**config.mk**
```make
export PLATFORM = sky130hd
export DESIGN_NAME = addsub_serial_ctrl
export DESIGN_NICKNAME = d
export VERILOG_FILES = /design/src/rtl/addsub_serial_ctrl.sv
export SDC_FILE = /design/constraint.sdc
export NUM_CORES = 1
export LEC_CHECK = 0
export ABC_AREA = 1
export BUFFER_PORTS_ARGS = -buffer_cell sky130_fd_sc_hd__clkbuf_2
export CORE_MARGIN = 1.5
export CORE_UTILIZATION = 60
export DETAILED_ROUTE_END_ITERATION = 6
export PLACE_DENSITY = 0.95
export SETUP_SLACK_MARGIN = 0.02
export SLEW_MARGIN = 20
export SYNTH_ARGS = -nofsm -noshare
export SYNTH_HDL_FRONTEND = slang
export SYNTH_SLANG_ARGS = --single-unit
```
**constraint.sdc**
```tcl
create_clock -name clk -period 4.7 [get_ports clk]
set_input_delay 0.94 -clock clk [delete_from_list [all_inputs] [get_ports clk]]
set_output_delay 0.94 -clock clk [all_outputs]
set_load 0.005 [all_outputs]
```
**src/rtl/addsub_serial_ctrl.sv**
```systemverilog
// Serial W-bit add/sub controller: steps operands one nibble per clock through a 4-bit fulladder chain, LSB nibble first.
// Latency: result, flags and done appear NIBBLES edges after the accepting edge; one op per NIBBLES+2 cycles.
// Backpressure: start is honoured only in IDLE and is ignored in RUN/DONE, with no queuing. ADDSUB_FLAGS_EN enables the ovf/zero flags.
module addsub_serial_ctrl #(
  parameter int NIBBLES = 4
) (
  input  logic                 clk,
  input  logic                 rst_n,
  input  logic                 start,
  input  logic [4*NIBBLES-1:0] a,
  input  logic [4*NIBBLES-1:0] b,
  input  logic                 m,
  output logic                 busy,
  output logic                 done,
  output logic [4*NIBBLES-1:0] s,
  output logic                 cout,
  output logic                 ovf,
  output logic                 zero
);

  localparam int W  = 4 * NIBBLES;
  localparam int CW = (NIBBLES > 1) ? $clog2(NIBBLES) : 1;
  localparam logic [CW-1:0] LAST = CW'(NIBBLES - 1);

  localparam logic [1:0] IDLE = 2'd0;
  localparam logic [1:0] RUN  = 2'd1;
  localparam logic [1:0] DONE = 2'd2;

  logic [1:0]    state;
  logic [W-1:0]  a_r;
  logic [W-1:0]  b_r;
  logic          m_r;
  logic          carry_r;
  logic [CW-1:0] cnt;
  logic [W-1:0]  acc;

  logic [3:0]    a_nib;
  logic [3:0]    b_nib;
  logic [3:0]    sum;
  logic [4:0]    c;
  logic [W-1:0]  acc_full;
  logic          fin;

  // Select the current nibble; subtract is A + ~B + 1 with the +1 entering via carry_r.
  always_comb begin
    a_nib = a_r[{cnt, 2'b00} +: 4];
    b_nib = b_r[{cnt, 2'b00} +: 4] ^ {4{m_r}};
  end

  // Nibble datapath: four ripple-chained fulladder cells seeded from the carry register.
  assign c[0] = carry_r;
  for (genvar i = 0; i < 4; i++) begin : g_fulladder
    assign sum[i]   = a_nib[i] ^ b_nib[i] ^ c[i];
    assign c[i+1]   = (a_nib[i] & b_nib[i]) | (c[i] & (a_nib[i] ^ b_nib[i]));
  end

  // Accumulator with the nibble being processed this cycle merged in.
  always_comb begin
    acc_full = acc;
    acc_full[{cnt, 2'b00} +: 4] = sum;
  end

  assign fin = (state == RUN) && (cnt == LAST);

  // Control FSM, operand capture, nibble stepping and result register.
  always_ff @(posedge clk) begin
    if (!rst_n) begin
      state   <= IDLE;
      a_r     <= '0;
      b_r     <= '0;
      m_r     <= 1'b0;
      carry_r <= 1'b0;
      cnt     <= '0;
      acc     <= '0;
      s       <= '0;
      cout    <= 1'b0;
      busy    <= 1'b0;
      done    <= 1'b0;
    end else begin
      case (state)
        IDLE: begin
          if (start) begin
            a_r     <= a;
            b_r     <= b;
            m_r     <= m;
            carry_r <= m;
            cnt     <= '0;
            acc     <= '0;
            busy    <= 1'b1;
            state   <= RUN;
          end
        end
        RUN: begin
          acc     <= acc_full;
          carry_r <= c[4];
          cnt     <= cnt + 1'b1;
          if (fin) begin
            s     <= acc_full;
            cout  <= c[4];
            busy  <= 1'b0;
            done  <= 1'b1;
            state <= DONE;
          end
        end
        DONE: begin
          done  <= 1'b0;
          state <= IDLE;
        end
        default: state <= IDLE;
      endcase
    end
  end

`ifdef ADDSUB_FLAGS_EN
  // Flags update only on the completion edge; ovf compares carry into and out of the MSB.
  always_ff @(posedge clk) begin
    if (!rst_n) begin
      ovf  <= 1'b0;
      zero <= 1'b0;
    end else if (fin) begin
      ovf  <= c[3] ^ c[4];
      zero <= (acc_full == '0);
    end
  end
`else
  assign ovf  = 1'b0;
  assign zero = 1'b0;
`endif

endmodule

```
==> impl_metrics.tcl <==
set metrics [dict create \
    synth_area_sq_mm 0.00335 \
    clock_skew_ps 9.82 \
    startpoint_type "flop" \
    synth-seq-cells 73 \
    synthDistinctLibCells 29 \
    ioPinCount 57 \
    clk_latency_ps 350 \
    clock.fmax_mhz 277 \
    final_cells 581 \
    min_path_cells 2 \
    final-setup-viol-count 0 \
    drt-total-wl_um 7530 \
    period_share_pct 76.7 \
    gp_congestion 0.831 \
    min_to "acc[12]$_SDFFE_PN0P_" \
    die_h_um 77.7 \
    hold_buffers 0 \
    numCtsBuffers 9 \
    synth_seq_area_share_pct 43.7 \
    cts_resized 0 \
    power.density_mw_per_mm2 374 \
    rr_endpoint "acc[7]$_SDFFE_PN0P_" \
    grt_pass1_vias 2993 \
    dpl-instance-area_sq_mm 0.00356 \
    final_cell_area_sq_mm 0.00377 \
    root_buffer "clkbuf_8" \
    min_period_ps 3600 \
    crit_type "flop to flop" \
    vias 3137 \
    grt_pass1_wl_um 12900 \
    die_area_sq_mm 0.00603 \
    hold_viol 0 \
    min_from "acc[12]$_SDFFE_PN0P_" \
    drc_errors 0 \
    htree_levels 3 \
    async_flop_share_pct 0 \
    postSynthAreaPerCell_sq_um 7.21 \
    synth_top_flop_cell "dfxtp_1" \
    overflow 0 \
    final.setup.tns_ps 0 \
    crit_required_ps 4980 \
    r2r_setup_slack_ps 1100 \
    die_w_um 77.7 \
    cp-end-kind "flop" \
    cts_tree "done" \
    cts.path.max_buffers 2 \
    dp_cells 566 \
    cp_max_fo 17 \
    worstPathArrival_ps 3880 \
    antenna_cells 0 \
    start_util_pct 61.5 \
    rsz0062_at_grt "no" \
    hp-class "flop to flop" \
    hpwl_um 5150 \
    port_buffers 54 \
    status "complete, no violations" \
    antenna_found_initial 0 \
    yosysWarnings 0 \
    area.growth.synth_to_final_pct 12.6 \
    maxCapViolCount 0 \
    leakage_nw 1.76 \
    nNetsFinal 551 \
    grt_max_degree 49 \
    worst_pin_slew_ps 926 \
    slew_viol_final 0 \
    syn_inst 464 \
    wl_per_cell_um 13.0 \
    fillers 466 \
    cts_setup_buffers 0 \
    r2r_cells 15 \
    slew_headroom_pct 38.2 \
    rows 27 \
    final_common_cell "nand2_1" \
    first_iter_violations 240 \
    reg2reg_from "cnt[0]$_SDFFE_PN0P_" \
    core_area_sq_mm 0.00544 \
    dr.pass1.iters 5 \
    layout_common_cells "118 x nand2_1, 83 x nor2_1, 73 x dfxtp_1" \
    gr-usage-all-layers_pct 26.9 \
    layout-drive-gt1-share_pct 15.3 \
    ir_drop_mv 0.251 \
    via_per_inst 5.40 \
    clk_pin_slew_ps 70 \
    clock_sinks 73 \
    postRouteAntennaNets 0 \
    synth_edf_count 0 \
]
[power breakdown]
group | internal [mW] | switching, mW | total (mW) | leakage (nW)
registers | 0.648 | 0.0226 | 0.671 | 0.597
logic | 0.0742 | 0.131 | 0.205 | 1.05
clock network | 0.310 | 0.222 | 0.532 | 0.106
total | 1.03 | 0.376 | 1.41 | 1.76
[worst max-delay path: stages, from the launching register on]
cell     delay [ps]
dfxtp_1         640
buf_4           300
nand2_1          80
nand3_1          90
nand2_1          80
xnor2_1         170
fa_1            200
inv_1            50
fa_1            380
fa_1            410
fa_1            460
nor2_1          230
nand3_1         130
nand2_1         110
nand2_1          60
a21oi_1         150
[routing by layer]
layer	track usage [%]	part of all wire, %	up-vias
met3	5.53	4.8	20
met1	31.8	44	1463
met2	45.7	49	105
li1	-	-	1549
met5	0	0	-
met4	14.0	2.1	0
[Yosys cell counts (4+ instances only)]
library cell,count,area [sq um]
nand3_1,37,185
fa_1,4,80.1
o21ai_0,44,220
inv_1,24,90.1
clkbuf_1,7,26.3
dfxtp_1,73,1460
buf_2,11,55.1
a21oi_1,24,120
nor2_1,83,312
buf_6,6,67.6
ha_1,6,75.1
inv_2,4,15.0
nand2_1,118,443
[layout make-up]
| cell class | count | area (sq um) | area share, % |
|---|---|---|---|
| multi-input cells | 336 | 1610 | 42.8 |
| flip-flops and latches | 73 | 1460 | 38.8 |
| repair buffers | 56 | 285 | 7.57 |
| clock buffers | 12 | 145 | 3.85 |
| inverters | 29 | 109 | 2.89 |
| well taps | 72 | 90.1 | 2.39 |
| clock inverters | 3 | 65.1 | 1.73 |
[per-stage QoR]
stage                     power [mW]  hold slack, ps  worst slack [ps]  util, %
after floorplan                0.837             443              1680        -
after global placement         0.875             452              1390     65.4
after detailed placement       0.887             460              1210     65.4
after CTS                       1.41             470              1170     69.3
after global routing            1.46             489               871     69.3
final                           1.41             468              1100     69.3
[logic make-up (layout without fill, tap and decap cells)]
group / Yosys count / count (layout) / share of synthesized area (%)
simple gates: 242 / 242 / 29.9
compound gates: 78 / 78 / 12.4
flops: 73 / 73 / 43.7
buf+inv: 56 / 100 / 8.26
fa+ha+maj: 10 / 10 / 4.64
xor+xnor: 4 / 4 / 1.05
other cells: 1 / 2 / 0.112
[worst max path at each step]
| stage | startpoint | end | depth (start not counted) |
|---|---|---|---|
| 6_report | cnt[0]$_SDFFE_PN0P_ | acc[7]$_SDFFE_PN0P_ | 15 |
| 5_1_grt | cnt[1]$_SDFFE_PN0P_ | acc[7]$_SDFFE_PN0P_ | 14 |
| 3_3_place_gp | cnt[1]$_SDFFE_PN0P_ | acc[7]$_SDFFE_PN0P_ | 14 |
| 2_1_floorplan | cnt[1]$_SDFFE_PN0P_ | s[15]$_SDFFE_PN0P_ | 15 |
| 4_1_cts | cnt[0]$_SDFFE_PN0P_ | acc[7]$_SDFFE_PN0P_ | 15 |
| 3_5_place_dp | cnt[1]$_SDFFE_PN0P_ | acc[7]$_SDFFE_PN0P_ | 14 |
[registers in the layout, indices dropped and copies added, names as in the netlist, 2 cells and up]
register  count
a_r          16
acc          16
b_r          16
cnt           2
s            16
state         2
Note: power is estimated with default switching activity, not from simulation.
